$ cat src/rtl/cp0_pkg.sv
// Shared CP0 definitions: register numbers, Status/Cause field positions,
// exception codes, register payload structs and read-format helpers.
package cp0_pkg;

  localparam int unsigned XLEN    = 64;
  localparam int unsigned REG_W   = 5;
  localparam int unsigned SEL_W   = 3;
  localparam int unsigned IRQ_W   = 8;
  localparam int unsigned EXC_W   = 5;
  localparam int unsigned TIMER_W = 32;

  localparam logic [REG_W-1:0] REG_COUNT   = 5'd9;
  localparam logic [REG_W-1:0] REG_COMPARE = 5'd11;
  localparam logic [REG_W-1:0] REG_STATUS  = 5'd12;
  localparam logic [REG_W-1:0] REG_CAUSE   = 5'd13;
  localparam logic [REG_W-1:0] REG_EPC     = 5'd14;

  localparam int unsigned STATUS_IE_BIT  = 0;
  localparam int unsigned STATUS_EXL_BIT = 1;
  localparam int unsigned STATUS_IM_LSB  = 8;
  localparam int unsigned CAUSE_EXC_LSB  = 2;
  localparam int unsigned CAUSE_IP_LSB   = 8;

  localparam logic [EXC_W-1:0] EXC_INT = 5'd0;
  localparam logic [EXC_W-1:0] EXC_SYS = 5'd8;
  localparam logic [EXC_W-1:0] EXC_BP  = 5'd9;
  localparam logic [EXC_W-1:0] EXC_RI  = 5'd10;
  localparam logic [EXC_W-1:0] EXC_OV  = 5'd12;

  typedef struct packed {
    logic [IRQ_W-1:0] im;
    logic             exl;
    logic             ie;
  } status_t;

  typedef struct packed {
    logic [IRQ_W-1:0] ip;
    logic [EXC_W-1:0] exc_code;
  } cause_t;

  // Highest-priority pending exception; interrupt code when none is raised.
  function automatic logic [EXC_W-1:0] exc_code_f(input logic ri, input logic sc,
                                                  input logic bk, input logic ov);
    logic [EXC_W-1:0] code;
    if (ri)      code = EXC_RI;
    else if (sc) code = EXC_SYS;
    else if (bk) code = EXC_BP;
    else if (ov) code = EXC_OV;
    else         code = EXC_INT;
    return code;
  endfunction

  function automatic logic [XLEN-1:0] status_word(input status_t s);
    logic [XLEN-1:0] w;
    w = '0;
    w[STATUS_IE_BIT]              = s.ie;
    w[STATUS_EXL_BIT]             = s.exl;
    w[STATUS_IM_LSB +: IRQ_W]     = s.im;
    return w;
  endfunction

  function automatic logic [XLEN-1:0] cause_word(input cause_t c);
    logic [XLEN-1:0] w;
    w = '0;
    w[CAUSE_EXC_LSB +: EXC_W] = c.exc_code;
    w[CAUSE_IP_LSB +: IRQ_W]  = c.ip;
    return w;
  endfunction

endpackage

$ cat src/rtl/cp0_if.sv
// Register-access bus of the CP0 unit (MTC0 write and combinational read).
interface cp0_if;
  import cp0_pkg::*;

  logic [XLEN-1:0]  wr_data;
  logic [REG_W-1:0] regnum;
  logic [SEL_W-1:0] sel;
  logic             mtc0;
  logic [XLEN-1:0]  rd_data;

  modport master (output wr_data, regnum, sel, mtc0, input rd_data);
  modport slave  (input wr_data, regnum, sel, mtc0, output rd_data);
endinterface

$ cat src/rtl/cp0_reg.sv
// Generic CP0 storage element: asynchronously reset register with load enable.
module cp0_reg #(
  parameter int unsigned W = 1
) (
  input  logic         clock,
  input  logic         reset,
  input  logic         en,
  input  logic [W-1:0] d,
  output logic [W-1:0] q
);

  always_ff @(posedge clock or posedge reset) begin
    if (reset)   q <= '0;
    else if (en) q <= d;
  end

endmodule

$ cat src/rtl/cp0_unit.sv
// CP0 system-control unit: Status, Cause and EPC with exception/interrupt
// entry and ERET. Define CP0_TIMER_EN to add the Count/Compare timer.
module cp0_unit
  import cp0_pkg::*;
(
  input  logic             clock,
  input  logic             reset,
  cp0_if.slave             bus,
  input  logic [XLEN-1:0]  next_pc,
  input  logic             eret,
  input  logic [IRQ_W-1:0] interrupt_sources,
  input  logic             overflow,
  input  logic             reserved_inst,
  input  logic             syscall,
  input  logic             break_exc,
  output logic [XLEN-1:0]  epc,
  output logic             taken_handler
);

  status_t          status_q, status_d;
  cause_t           cause_q, cause_d;
  logic [XLEN-1:0]  epc_q, epc_d;
  logic             status_en, epc_en;
  logic             wr_sel0, wr_status, wr_epc;
  logic [IRQ_W-1:0] irq_eff;
  logic             exc_req, int_req, taken;

  assign wr_sel0   = bus.mtc0 && (bus.sel == '0);
  assign wr_status = wr_sel0 && (bus.regnum == REG_STATUS);
  assign wr_epc    = wr_sel0 && (bus.regnum == REG_EPC);

`ifdef CP0_TIMER_EN
  logic [TIMER_W-1:0] count_q, count_d, compare_q;
  logic               timer_flag_q, wr_count, wr_compare, timer_hit;

  assign wr_count   = wr_sel0 && (bus.regnum == REG_COUNT);
  assign wr_compare = wr_sel0 && (bus.regnum == REG_COMPARE);
  assign timer_hit  = (count_q == compare_q);
  assign count_d    = wr_count ? bus.wr_data[TIMER_W-1:0] : count_q + TIMER_W'(1);

  cp0_reg #(.W(TIMER_W)) u_count (
    .clock(clock), .reset(reset), .en(1'b1), .d(count_d), .q(count_q)
  );
  cp0_reg #(.W(TIMER_W)) u_compare (
    .clock(clock), .reset(reset), .en(wr_compare), .d(bus.wr_data[TIMER_W-1:0]), .q(compare_q)
  );
  // Sticky match flag; a Compare write acknowledges it even on a coincident match.
  cp0_reg #(.W(1)) u_timer_flag (
    .clock(clock), .reset(reset), .en(wr_compare | timer_hit), .d(~wr_compare), .q(timer_flag_q)
  );

  assign irq_eff = interrupt_sources | {timer_flag_q, (IRQ_W-1)'(0)};
`else
  assign irq_eff = interrupt_sources;
`endif

  assign exc_req       = overflow | reserved_inst | syscall | break_exc;
  assign int_req       = (|(irq_eff & status_q.im)) & status_q.ie & ~status_q.exl;
  assign taken         = exc_req | int_req;
  assign taken_handler = taken;
  assign epc           = epc_q;

  // Next-state: handler entry owns EXL/EPC; MTC0 still updates IE/IM alongside it.
  always_comb begin : next_state
    status_d  = status_q;
    status_en = 1'b0;
    cause_d   = cause_q;
    epc_d     = epc_q;
    epc_en    = 1'b0;

    cause_d.ip = irq_eff;

    if (wr_status) begin
      status_d.ie  = bus.wr_data[STATUS_IE_BIT];
      status_d.exl = bus.wr_data[STATUS_EXL_BIT];
      status_d.im  = bus.wr_data[STATUS_IM_LSB +: IRQ_W];
      status_en    = 1'b1;
    end

    if (taken) begin
      status_d.exl     = 1'b1;
      status_en        = 1'b1;
      cause_d.exc_code = exc_code_f(reserved_inst, syscall, break_exc, overflow);
      epc_d            = next_pc;
      epc_en           = ~status_q.exl;
    end else begin
      if (eret) begin
        status_d.exl = 1'b0;
        status_en    = 1'b1;
      end
      if (wr_epc) begin
        epc_d  = bus.wr_data;
        epc_en = 1'b1;
      end
    end
  end

  cp0_reg #(.W($bits(status_t))) u_status (
    .clock(clock), .reset(reset), .en(status_en), .d(status_d), .q(status_q)
  );
  cp0_reg #(.W($bits(cause_t))) u_cause (
    .clock(clock), .reset(reset), .en(1'b1), .d(cause_d), .q(cause_q)
  );
  cp0_reg #(.W(XLEN)) u_epc (
    .clock(clock), .reset(reset), .en(epc_en), .d(epc_d), .q(epc_q)
  );

  always_comb begin : read_mux
    bus.rd_data = '0;
    if (bus.sel == '0) begin
      case (bus.regnum)
        REG_STATUS:  bus.rd_data = status_word(status_q);
        REG_CAUSE:   bus.rd_data = cause_word(cause_q);
        REG_EPC:     bus.rd_data = epc_q;
`ifdef CP0_TIMER_EN
        REG_COUNT:   bus.rd_data = XLEN'(count_q);
        REG_COMPARE: bus.rd_data = XLEN'(compare_q);
`endif
        default:     bus.rd_data = '0;
      endcase
    end
  end

endmodule

$ cat src/flat_wrapper.sv
// flat-port wrapper written by rule: the top's interface ports become plain ports
module cp0_unit_flat import cp0_pkg::*;
  (clock, reset, next_pc, eret, interrupt_sources, overflow, reserved_inst, syscall, break_exc, epc, taken_handler, bus_wr_data, bus_regnum, bus_sel, bus_mtc0, bus_rd_data);
  cp0_if bus_i ();
  input  logic clock;
  input  logic reset;
  input  logic [XLEN-1:0] next_pc;
  input  logic eret;
  input  logic [IRQ_W-1:0] interrupt_sources;
  input  logic overflow;
  input  logic reserved_inst;
  input  logic syscall;
  input  logic break_exc;
  output logic [XLEN-1:0] epc;
  output logic taken_handler;
  input wire logic [$bits(bus_i.wr_data)-1:0] bus_wr_data;
  input wire logic [$bits(bus_i.regnum)-1:0] bus_regnum;
  input wire logic [$bits(bus_i.sel)-1:0] bus_sel;
  input wire logic [$bits(bus_i.mtc0)-1:0] bus_mtc0;
  output wire logic [$bits(bus_i.rd_data)-1:0] bus_rd_data;
  assign bus_i.wr_data = bus_wr_data;
  assign bus_i.regnum = bus_regnum;
  assign bus_i.sel = bus_sel;
  assign bus_i.mtc0 = bus_mtc0;
  assign bus_rd_data = bus_i.rd_data;
  cp0_unit u_core (.clock(clock), .reset(reset), .bus(bus_i), .next_pc(next_pc), .eret(eret), .interrupt_sources(interrupt_sources), .overflow(overflow), .reserved_inst(reserved_inst), .syscall(syscall), .break_exc(break_exc), .epc(epc), .taken_handler(taken_handler));
endmodule
$ cat config.mk
export PLATFORM = sky130hd
export DESIGN_NAME = cp0_unit_flat
export DESIGN_NICKNAME = d
export VERILOG_FILES = /design/src/rtl/cp0_pkg.sv /design/src/rtl/cp0_if.sv /design/src/rtl/cp0_reg.sv /design/src/rtl/cp0_unit.sv /design/src/flat_wrapper.sv
export SDC_FILE = /design/constraint.sdc
export NUM_CORES = 1
export LEC_CHECK = 0
export ABC_AREA = 1
export ABC_CLOCK_PERIOD_IN_PS = 2850
export CAP_MARGIN = 5
export CORE_UTILIZATION = 36
export CTS_BUF_LIST = sky130_fd_sc_hd__clkbuf_4
export CTS_CLUSTER_DIAMETER = 120
export DETAILED_ROUTE_END_ITERATION = 6
export MAX_ROUTING_LAYER = met4
export PLACE_DENSITY = 0.8
export SYNTH_ARGS = -nofsm -noshare
export SYNTH_HDL_FRONTEND = slang
export SYNTH_SLANG_ARGS = --single-unit
$ cat constraint.sdc
create_clock -name clock -period 2.85 [get_ports clock]
set_input_delay 0.7125 -clock clock [delete_from_list [all_inputs] [get_ports clock]]
set_output_delay 0.7125 -clock clock [all_outputs]
set_load 0.03 [all_outputs]
== Word level (Yosys, flattened, before mapping) ==
Index checks and enable logic that the tools add are counted.

* Register bits: 87
* Output and inout port bits: 129
* Input port bits: 152
* Logic and storage cells: 42

* Eq/ne operators: 3
* Bitwise logic cells: 8
* Reductions and logical operators: 10
* Muxes and demuxes: 16

{| class="wikitable"
|+ Operators by type and width
! kind !! count
|-
| 64-bit two-way mux || 3
|-
| 64-bit case mux with 3 select lines || 1
|-
| 5-bit by 4-bit equality test with 1-bit output, second input constant || 3
|-
| 5-bit two-way mux || 3
|-
| 8-bit AND || 1
|-
| 8-bit OR reduction || 1
|-
| 1-bit two-way mux || 7
|-
| 2-bit AND reduction || 3
|-
| 4-bit two-way mux || 1
|-
| 1-bit OR || 4
|-
| 1-bit logical AND || 3
|-
| 3-bit zero test || 1
|-
| 3-bit nonzero test || 1
|-
| 1-bit AND || 2
|-
| 2-bit two-way mux || 1
|-
| 2-bit nonzero test || 1
|-
| 1-bit NOT || 1
|}

== Logic depth before layout (Yosys ltp) ==
Gate-level depths: netlist (run 1).

* Depth in word-level cells: 7
* Gate-level depth with buffers: 12
* Mapped depth without buffers: 10

== Modules after synthesis ==
Synthesis (run 1) repeated with hierarchy kept, for this count alone.

* Cells, all modules: 1071
* Area, all modules: 6257.3 um2

{| class="wikitable"
|+ By module, submodules not included
! module !! cells each !! area an instance (um2) !! instances !! seq. area each (um2)
|-
| cp0_unit || 701 || 2927.8 || 1 || 0.0
|-
| cp0_reg at u_core.u_epc || 271 || 2449.8 || 1 || 1601.5
|-
| cp0_reg at u_core.u_cause || 56 || 498.0 || 1 || 325.3
|-
| cp0_reg at u_core.u_status || 43 || 381.6 || 1 || 250.2
|}

== Least setup slack after synthesis (run 1) ==
Ideal clock, no wire load.

* Path kind: input -> output
* From: input port bus_regnum[3]
* To: output port bus_rd_data[2]
* Setup slack: 10 ps
* Stages on the path: 7
* Arrival: 2127 ps
* Data required time: 2138 ps
* Cells stage by stage: nand2_1 nor2_1 nand2_1 inv_2 clkbuf_1 nand2_1 a21boi_0

* Longest elaborated chain between the ends: 3
* Elaborated cells on any way between the ends: 5
* Those cells by class: 3 x eq/ne; 2 x mux

{| class="wikitable"
|+ RTL lines
! item !! line !! text
|-
| start: declaration || flat_wrapper.sv:17 || <nowiki>input wire logic [$bits(bus_i.regnum)-1:0] bus_regnum;</nowiki>
|-
| 5-bit by 4-bit equality test with 1-bit output || cp0_unit.sv:111 || <nowiki>case (bus.regnum)</nowiki>
|-
| 64-bit case mux with 3 select lines * || cp0_unit.sv:111 ||
|-
| 64-bit two-way mux * || cp0_unit.sv:110 || <nowiki>if (bus.sel == '0) begin</nowiki>
|-
| end: declaration || flat_wrapper.sv:20 || <nowiki>output wire logic [$bits(bus_i.rd_data)-1:0] bus_rd_data;</nowiki>
|}

Mark *: on every way between the ends. The rest lies on a longest branch, timed or not.

== Worst setup path in the final report (run 1) ==
* From: input port bus_sel[1]
* To: output port bus_rd_data[58]

* Longest elaborated chain between the ends: 2

{| class="wikitable"
|+ RTL lines
! item !! line !! text
|-
| start: declaration || flat_wrapper.sv:18 || <nowiki>input wire logic [$bits(bus_i.sel)-1:0] bus_sel;</nowiki>
|-
| 3-bit zero test || cp0_unit.sv:110 ||
|-
| 64-bit two-way mux || cp0_unit.sv:110 ||
|}

No other way between the ends.

==> impl_table.tex, run 1 <==
\begin{tabular}{lr}
\hline
Metric & Value \\
\hline
\multicolumn{2}{l}{\textbf{Setup path}} \\
\quad Worst r2r dst & u\_core.u\_epc.q[20] \\
\quad Depth of the worst register-to-register path & 12 \\
\quad Launching element type of the critical path & input pin \\
\quad Worst-path cell with the longest stage delay & clkdlybuf4s50\_1 \\
\quad Internal reg-to-reg setup slack & 1.01 ns \\
\quad Capturing element type of the critical path & output port \\
\quad Critical Path Most Common Cell & buf\_12 \\
\quad WP data required & 2.14 ns \\
\quad Cell chain of the critical path & clkdlybuf4s50\_1 -> nor2\_1 -> nand2\_2 -> clkinv\_4 -> buf\_12 -> nand2\_1 -> nor2\_2 -> buf\_12 \\
\quad Arrival @ worst endpoint & 2.08 ns \\
\quad Reg2Reg Launch Point & u\_core.u\_status.q[2] \\
\quad CP peak stage delay & 0.41 ns \\
\quad Critical path peak fanout & 21 \\
\quad Startpoint-to-endpoint class of the critical path & in -> out \\
\multicolumn{2}{l}{\textbf{Place}} \\
\quad Placed Cells incl. Taps & 1210 \\
\quad Number of input and output port buffers inserted & 280 \\
\quad Global placement routability congestion & 0.880 \\
\quad Post-DP HPWL & 12.9 mm \\
\quad Minimum setup slack after placement & -0.127 ns \\
\multicolumn{2}{l}{\textbf{Clocking}} \\
\quad Number of clock sinks seen by CTS & 86 \\
\quad Worst-path clk slew & 0.14 ns \\
\quad Deepest clock path buffer count & 2 \\
\quad CTS H-Tree Depth & 3 \\
\quad CTS root buf & clkbuf\_4 \\
\quad CTS tree & done \\
\quad Worst-skew pair later-pin latency & 0.43 ns \\
\quad Number of buffers inserted during clock tree synthesis & 9 \\
\multicolumn{2}{l}{\textbf{Die}} \\
\quad Core box area & 13200 sq um \\
\quad Total Die Area & 14100 sq um \\
\quad Die X & 119 um \\
\quad Starting Density & 37.0\% \\
\quad Height of the chip & 119 um \\
\quad Count of standard-cell rows & 42 \\
\quad Number of primary I/O pins & 281 \\
\multicolumn{2}{l}{\textbf{Route}} \\
\quad Wirelength per Cell & 14.5 um \\
\quad Drt initial violations & 342 \\
\quad Routed Antenna Nets & 0 \\
\quad Post-route DRC violation count & 0 \\
\quad Length of the first detailed-routing pass in iterations & 7 \\
\quad Via count of the routed design & 5910 \\
\quad Average vias per placed instance & 4.79 \\
\quad DRT Wirelength & 17.9 mm \\
\multicolumn{2}{l}{\textbf{Synthesis}} \\
\quad Cell type contributing the most total cell area after synthesis & dfrtp\_1 \\
\quad Fraction of post-synthesis cell area in the top cell type by area & 43.9\% \\
\quad Synthesized net count & 923 \\
\quad Synthesized cell area & 4900 sq um \\
\quad Avg Inst Size Synth & 6.36 sq um \\
\quad Sequential cell area fraction in the yosys report & 43.9\% \\
\quad Count of warnings emitted by yosys & 0 \\
\quad Total of flip-flops plus latches after synthesis & 86 \\
\quad Count of cell types in the netlist & 21 \\
\quad Gate count after technology mapping & 771 \\
\quad Largest cells by area after synthesis & dfrtp\_1 44\%, nand2\_1 35\%, nand3\_1 7.4\%, nor2\_1 4.4\%, buf\_2 2.5\% \\
\multicolumn{2}{l}{\textbf{Global routing}} \\
\quad Antenna violations before repair & 1 \\
\quad Largest net degree at the start of global routing & 87 \\
\quad Overall routing resource usage & 26.1\% \\
\quad Via count of the first global-routing pass & 5557 \\
\quad Total grt overflow & 0 \\
\quad Global-route wire length before repair & 28.1 mm \\
\multicolumn{2}{l}{\textbf{Hold path}} \\
\quad Cell count of the worst hold path & 2 \\
\quad Hold Crit Endpoint & u\_core.u\_cause.q[3] \\
\quad Worst hold-check path type & reg -> reg \\
\quad Worst Min Path Start & u\_core.u\_cause.q[3] \\
\multicolumn{2}{l}{\textbf{Timing}} \\
\quad Count of endpoints failing hold in the final timing report & 0 \\
\quad Final Max Tran Viols & 0 \\
\quad Final critical-path required period & 2.79 ns \\
\quad Slew HR & 67.2\% \\
\quad Final critical-path share of the clock period & 97.9\% \\
\quad Max Freq & 0.358 GHz \\
\quad Slew of the pin with the lowest slew margin & 0.492 ns \\
\quad Setup ws final & 0.0589 ns \\
\quad Final setup skew & 0.0187 ns \\
\quad Final-report setup violation count & 0 \\
\multicolumn{2}{l}{\textbf{Status}} \\
\quad Result of the run & complete, no violations \\
\multicolumn{2}{l}{\textbf{Power and ir drop}} \\
\quad Power per cell area & 391 nW/um\^{}2 \\
\quad Static leakage & 4.14 nW \\
\quad Max rail drop VDD & 0.209 mV \\
\multicolumn{2}{l}{\textbf{Final layout}} \\
\quad Fraction of final layout cells with drive strength greater than 1 & 12.9\% \\
\quad Highest-count cells in the layout ignoring fill and taps & 455 x nand2\_1, 210 x clkdlybuf4s50\_1, 86 x dfrtp\_1, 80 x buf\_4, 72 x nand3\_1 \\
\quad Most common library cell in the layout ignoring fill and taps & nand2\_1 \\
\quad Non-Filler Instances & 1235 \\
\quad Nets@finish & 1205 \\
\quad Area grow syn2layout & 68.0\% \\
\multicolumn{2}{l}{\textbf{Job}} \\
\quad Number of max-cap violations & 0 \\
\hline
\end{tabular}
power by group:
group / switching (W) / internal (W)
Combinational: 0.000528 / 0.000499
Clock: 0.000446 / 0.000268
Sequential: 0.000127 / 0.00135
Total: 0.00110 / 0.00212
flip-flops by register name, summed over array words and instances (netlist names):
| name | count |
|---|---|
| u_core.u_cause.q | 12 |
| u_core.u_status.q | 10 |
| u_core.u_epc.q | 64 |
kinds of logic after synthesis:
kind of cell	synth area share [%]
flip-flops	43.9
AO/OA/AOI/OAI	1.76
AND/OR/NAND/NOR	48.4
buffers and inverters	5.90
cell type report:
type                            instances  area, sq um
Antenna cell                            1         2.50
Clock buffer                            9         67.6
Clock inverter                          7         75.1
Fill cell                            1224         5010
Inverter                               23         97.6
Multi-Input combinational cell        616         2490
Sequential cell                        86         2150
Tap cell                              176          220
Timing Repair Buffer                  317         3130
worst max-delay path by stage:
stage                   from               to  slack (ns)
2_1_floorplan  bus_regnum[3]   bus_rd_data[2]        0.01
3_3_place_gp   bus_regnum[3]  bus_rd_data[58]       -0.03
3_5_place_dp   bus_regnum[2]  bus_rd_data[58]       -0.13
4_1_cts           bus_sel[1]  bus_rd_data[33]       0.008
5_1_grt           bus_sel[1]  bus_rd_data[18]      -0.001
6_report          bus_sel[1]  bus_rd_data[58]        0.06
synthesized netlist by cell type:
library cell  number
a21oi_1            7
nor3_1             2
nor3_4             1
buf_1              8
clkbuf_1          14
a21boi_0           1
buf_2             24
nand2_1          461
o21ai_0            7
or2_1              1
dfrtp_1           86
nand3_1           72
inv_2              2
nand3b_1           1
nor2_2             1
nor2_1            58
or2_2              1
inv_1             21
nand2_2            1
a31o_2             1
nand4_1            1
worst max-delay path: cells and delay by family:
| family | cells | cell delay, ns |
|---|---|---|
| buffers and inverters | 4 | 0.82 |
| and+or+nand+nor | 4 | 0.53 |
repair_timing:
| action | 4_1_cts | 5_1_grt |
|---|---|---|
| pin swaps | 3 | 5 |
| gates cloned | 1 | 1 |
| setup buffers | 3 | 3 |
| hold buffers | 0 | 0 |
| resized for setup | 16 | 12 |
| endpoints found under the setup margin | 14 | 64 |
through the flow:
step	hold WS, ns	util, %	TNS (ns)	instance area [sq um]	total power [W]
final	0.507	62.2	0	8230	0.00322
after global placement	0.470	59.9	-0.0422	7930	0.00251
after CTS	0.511	61.6	0	8160	0.00325
after detailed placement	0.477	59.9	-1.00	7930	0.00252
after floorplan	0.442	-	0	4900	0.00194
after global routing	0.543	62.2	-0.00144	8230	0.00339
metal layers:
layer  vias up  track usage [%]  wire [um]  share of wire, %
met3        41             3.47       1170               6.5
met2       241             44.0       8840                49
met1      2701             31.2       7340                41
met4         0             11.6        582               3.2
met5         -                -          0                 0
li1       2927                -          -                 -
No activity file was read; power rests on OpenSTA's default activity.
==> run 2, diff against run 1 <==
CORE_ASPECT_RATIO = 1.25   (was unset)
SLEW_MARGIN = 20   (was unset)
==> run 2 against run 1 <==
  * Maximum frequency is 3.2% higher
  * Total power is 1.9% higher
  * Sequential power hardly changed
  * Non-clock buffer count is 9 lower
  * Largest cell class unchanged
==> impl_table.tex, run 2 (synthesized netlist as in run 1, its figures left out) <==
\begin{tabular}{lr}
\hline
Metric & Value \\
\hline
\multicolumn{2}{l}{\textbf{Timing}} \\
\quad Unrepaired setup endpoints after global routing & false \\
\quad Final critical-path required period & 2.71 ns \\
\quad Count of endpoints failing hold in the final timing report & 0 \\
\quad Max Freq & 0.370 GHz \\
\quad Final setup skew & 0.0170 ns \\
\quad Slew of the pin with the lowest slew margin & 0.492 ns \\
\quad Final critical-path share of the clock period & 94.9\% \\
\quad Final-report setup violation count & 0 \\
\quad Final Max Tran Viols & 0 \\
\quad Slew HR & 67.2\% \\
\multicolumn{2}{l}{\textbf{Global routing}} \\
\quad Antenna violations before repair & 2 \\
\quad Overall routing resource usage & 26.2\% \\
\quad Largest net degree at the start of global routing & 87 \\
\quad Total grt overflow & 0 \\
\quad Via count of the first global-routing pass & 5552 \\
\quad Global-route wire length before repair & 28.0 mm \\
\multicolumn{2}{l}{\textbf{Die}} \\
\quad Starting Density & 36.9\% \\
\quad Die X & 106 um \\
\quad Total Die Area & 14100 sq um \\
\quad Core box area & 13300 sq um \\
\quad Count of standard-cell rows & 47 \\
\quad Height of the chip & 132 um \\
\quad Number of primary I/O pins & 281 \\
\multicolumn{2}{l}{\textbf{Route}} \\
\quad Post-route DRC violation count & 0 \\
\quad Drt initial violations & 342 \\
\quad Via count of the routed design & 5870 \\
\quad Wirelength per Cell & 14.9 um \\
\quad Routed Antenna Nets & 0 \\
\quad Length of the first detailed-routing pass in iterations & 5 \\
\quad Average vias per placed instance & 4.80 \\
\quad DRT Wirelength & 18.2 mm \\
\multicolumn{2}{l}{\textbf{Final layout}} \\
\quad Largest registers ranked by flip-flop count & u\_core.u\_epc.q: 64 flops, u\_core.u\_cause.q: 12 flops, u\_core.u\_status.q: 10 flops \\
\quad Highest-count cells in the layout ignoring fill and taps & 455 x nand2\_1, 210 x clkdlybuf4s50\_1, 86 x dfrtp\_1, 74 x buf\_4, 72 x nand3\_1 \\
\quad Number of flip-flops under the largest register name & 64 \\
\quad Number of fill cells in the layout & 1238 \\
\quad Fraction of final layout cells with drive strength greater than 1 & 11.9\% \\
\quad Final core utilization & 61.5\% \\
\quad Most flop-heavy register & u\_core.u\_epc.q \\
\quad Most common library cell in the layout ignoring fill and taps & nand2\_1 \\
\quad Nets@finish & 1196 \\
\quad Area grow syn2layout & 66.7\% \\
\multicolumn{2}{l}{\textbf{Setup path}} \\
\quad Launching element type of the critical path & input pin \\
\quad Critical path peak fanout & 17 \\
\quad Startpoint-to-endpoint class of the critical path & in -> out \\
\quad Capturing element type of the critical path & output port \\
\quad WP data required & 2.14 ns \\
\quad Internal reg-to-reg setup slack & 1.07 ns \\
\quad Arrival @ worst endpoint & 1.99 ns \\
\multicolumn{2}{l}{\textbf{Clocking}} \\
\quad Count of hold-fix buffers inserted at cts & 0 \\
\quad Number of clock sinks seen by CTS & 86 \\
\quad Worst-path clk slew & 0.13 ns \\
\quad CTS tree & done \\
\quad CTS H-Tree Depth & 3 \\
\quad Deepest clock path buffer count & 2 \\
\quad Number of buffers inserted during clock tree synthesis & 9 \\
\quad CTS root buf & clkbuf\_4 \\
\quad Worst-skew pair later-pin latency & 0.44 ns \\
\multicolumn{2}{l}{\textbf{Status}} \\
\quad Result of the run & complete, no violations \\
\multicolumn{2}{l}{\textbf{Power and ir drop}} \\
\quad Power per cell area & 402 nW/um\^{}2 \\
\quad Static leakage & 4.14 nW \\
\quad Overall power consumption & 0.00328 W \\
\quad Max rail drop VDD & 0.230 mV \\
\multicolumn{2}{l}{\textbf{Job}} \\
\quad Number of max-cap violations & 0 \\
\multicolumn{2}{l}{\textbf{Place}} \\
\quad Global placement routability congestion & 0.905 \\
\quad Number of input and output port buffers inserted & 280 \\
\quad Post-DP HPWL & 13.0 mm \\
\multicolumn{2}{l}{\textbf{Hold path}} \\
\quad Worst hold-check path type & reg -> reg \\
\hline
\end{tabular}
-- run 2: cell count changes in the layout (fill, tap and decap cells not counted), sizes merged --
cell / delta
clkbuf: +2
clkinv: +1
bufinv: +1
clkinvlp: -3
dlygate4sd2: -2
diode: +1
dlymetal6s2s: +2
buf: -10
-- run 2: timing repair --
action / in CTS / in global routing
buffers inserted: 0 / 1
cloned: 0 / 2
pin swaps: 1 / 3
resized for setup: 3 / 22
setup endpoints to repair: 10 / 55
-- run 2: where the power goes --
part,internal (W),switching [W]
Sequential,0.00135,0.000132
Combinational,0.000497,0.000530
Clock,0.000357,0.000415
Total,0.00221,0.00108
-- run 2: worst max-delay path, cell delays in order --
cell and delay, ns:
clkdlybuf4s50_1 0.41, nor2_2 0.12, nand2_2 0.12, clkinv_4 0.12, buf_8 0.16, nand2_1 0.06
nor2_1 0.11, buf_4 0.18
-- run 2: path summary, 6_finish.rpt --
path                                  endpoint  cells after the start            startpoint
setup / recovery               bus_rd_data[37]                      8            bus_sel[1]
hold / removal             u_core.u_cause.q[0]                      2   u_core.u_cause.q[0]
setup reg to reg            u_core.u_epc.q[32]                     12  u_core.u_status.q[4]
hold reg to reg            u_core.u_cause.q[0]                      2   u_core.u_cause.q[0]
max in group asynchronous   u_core.u_epc.q[48]                      3                 reset
min in group asynchronous   u_core.u_epc.q[23]                      3                 reset
-- run 2: final cells by class --
cell class                      instances  area, sq um  share of cell area (%)
Antenna cell                            2         5.00                  0.0613
Clock buffer                           10         75.1                   0.919
Clock inverter                          6         76.3                   0.934
Inverter                               23         95.1                    1.16
Multi-Input combinational cell        616         2490                    30.5
Sequential cell                        86         2150                    26.3
Tap cell                              171          214                    2.62
Timing Repair Buffer                  308         3060                    37.5
-- run 2: per-layer routing --
| layer | track usage (%) | share of wire, % | routed length, um | up-vias |
|---|---|---|---|---|
| li1 | - | - | - | 2907 |
| met1 | 30.6 | 40 | 7210 | 2704 |
| met2 | 46.1 | 52 | 9500 | 235 |
| met3 | 3.30 | 6.3 | 1140 | 24 |
| met4 | 8.41 | 1.7 | 315 | 0 |
| met5 | - | 0 | 0 | - |
-- run 2: stage by stage --
stage,instance area (sq um),hold slack (ns),setup slack [ns],cells,setup TNS [ns]
global placement,7890,0.475,-0.0212,1201,-0.0768
CTS,8050,0.513,0.00443,1217,0
detailed placement,7890,0.482,-0.0397,1201,-0.245
finish,8170,0.510,0.145,1222,0
floorplan,4900,0.442,0.0103,771,0
global route,8170,0.556,0.0149,1222,0
==> edit, RTL diff (flow settings as in run 1) <==
Make the reset (`reset`) synchronous in one clocked block. Comments in the files are not updated.
--- a/src/rtl/cp0_reg.sv
+++ b/src/rtl/cp0_reg.sv
@@ -11,3 +11,3 @@
 
-  always_ff @(posedge clock or posedge reset) begin
+  always_ff @(posedge clock) begin
     if (reset)   q <= '0;
Check against the original RTL: differs if reset is asserted again (counterexample within 4 cycles, from zero or initial values and one cycle with reset high); with reset held inactive, the same outputs for 4 cycles.
==> edit against run 1 <==
Routed wire length decreased by 1.1%; final area down 1.9%; fmax up 0.65%; non-clock buffer count is 6 lower; setup slack improved by 0.018 ns; largest cell class unchanged; total power down 4.7%; area after synthesis up 0.71%; sequential cell count unchanged; largest power group unchanged; critical path depth is the same.
==> edit: results (changes against run 1) <==
| Metric | Value |
|---|---|
| Post-synth cell types | `19 (-9.5%)` |
| Vias in the first global route | `5660 (+1.9%)` |
| Share of cells above drive strength 1 | `11.3% (-1.6 points)` |
| Met1 GRT Util | `29.8% (-1.3 points)` |
| Ys flop type | `dfxtp_1` |
| DR WL/cell | `13.4 um (-7.4%)` |
| Placed cell areas | `7840 um2 (-1.1%)` |
| Status | `complete, no violations` |
| CP startpoint | `bus_regnum[4]` |
| M2 GR Usage | `43.4% (-0.66 points)` |
| Worst hold start | `u_core.u_cause.q[0]` |
| Via count | `6091 (+3.1%)` |
| M1 WL | `7420 um (+1.0%)` |
| Mapped Nets | `1017 (+10%)` |
| Clk_lat worst skew | `0.45 ns (+0.02 ns)` |
| Initial DRC count | `404 (+18%)` |
| Met2 wire len | `8610 um (-2.6%)` |
| CP arrival | `2.06 ns (-0.02 ns)` |
| Reg2Reg Launch Point | `u_core.u_status.q[3]` |
| M3 GR Usage | `4.79% (+1.3 points)` |
| HPWL after detailed placement | `13100 um (+1.6%)` |
| Top cells by area in the synthesized netlist | `dfxtp_1 35%, nand2_1 23%, nor2_1 16%, inv_1 7.8%, nand3_1 6.7%` |
| Nets@finish | `1289 (+7.0%)` |
| Largest net degree at the start of global routing | `74 (-15%)` |
| First-pass GRT wire length | `27800 um (-1.2%)` |
| Compound-gate portion of the synthesized area | `3.93% (+2.2 points)` |
| Relative slew slack | `65.4% (-1.8 points)` |
| GP Congestion | `0.894 (+1.5%)` |
| Most frequent cells after synthesis | `304 x nand2_1, 212 x nor2_1, 103 x inv_1, 86 x dfxtp_1, 66 x nand3_1` |
| Worst stage delay on the critical path | `0.48 ns (+0.07 ns)` |
| FFs w/ async S/R, synth | `0% (-100 points)` |
| Final Skew | `0.00870 ns (-0.0100 ns)` |
| Leakage | `4.06 nW (-2.1%)` |
| Internal power | `2.10 mW (-1.1%)` |
| Initial antenna violation count | `0 (-1)` |
| Total GRT Usage | `25.6% (-0.50 points)` |
| Fill cell count | `1268 (+3.6%)` |
## edit: per-stage QoR
stage / setup WS, ns / TNS (ns) / power (mW) / std cells
finish: 0.0769 / 0 / 3.07 / 1318
CTS: 0.0252 / 0 / 3.08 / 1317
global placement: 0.0120 / 0 / 2.29 / 1301
detailed placement: -0.0140 / -0.0189 / 2.30 / 1301
floorplan: 0.318 / 0 / 1.84 / 865
global route: 0.0117 / 0 / 3.24 / 1318
## edit: cell type report
cell class                      count  area [um2]  area share [%]
Clock buffer                       10        75.1           0.929
Clock inverter                      6        76.3           0.945
Inverter                          106         398            4.92
Multi-Input combinational cell    623        2570            31.8
Sequential cell                    86        1720            21.3
Tap cell                          176         220            2.73
Timing Repair Buffer              311        3020            37.3
## edit: final timing paths
kind	slack (ns)	depth (start not counted)	to
hold / removal	0.48	2	u_core.u_cause.q[0]
hold reg to reg	0.48	2	u_core.u_cause.q[0]
setup reg to reg	1.06	11	u_core.u_epc.q[12]
setup / recovery	0.08	8	bus_rd_data[9]
## edit: power groups by stage
stage | registers (mW) | clock network, mW | logic [mW]
6_report | 1.34 | 0.788 | 0.945
5_1_grt | 1.35 | 0.863 | 1.03
4_1_cts | 1.34 | 0.804 | 0.944
3_5_place_dp | 1.36 | 0 | 0.938
3_3_place_gp | 1.36 | 0 | 0.932
2_1_floorplan | 1.52 | 0 | 0.322
## edit: logic make-up (layout without fill, tap and decap cells)
| family | Yosys count | in the layout |
|---|---|---|
| and+or+nand+nor | 591 | 591 |
| buffers and inverters | 156 | 433 |
| DFF | 86 | 86 |
| AOI/OAI and AO/OA | 32 | 32 |
## edit: repair_timing
item                       CTS  global route
setup buffers                0             1
resized for setup            9            16
setup endpoints to repair    6            58
pin swaps                    1             4
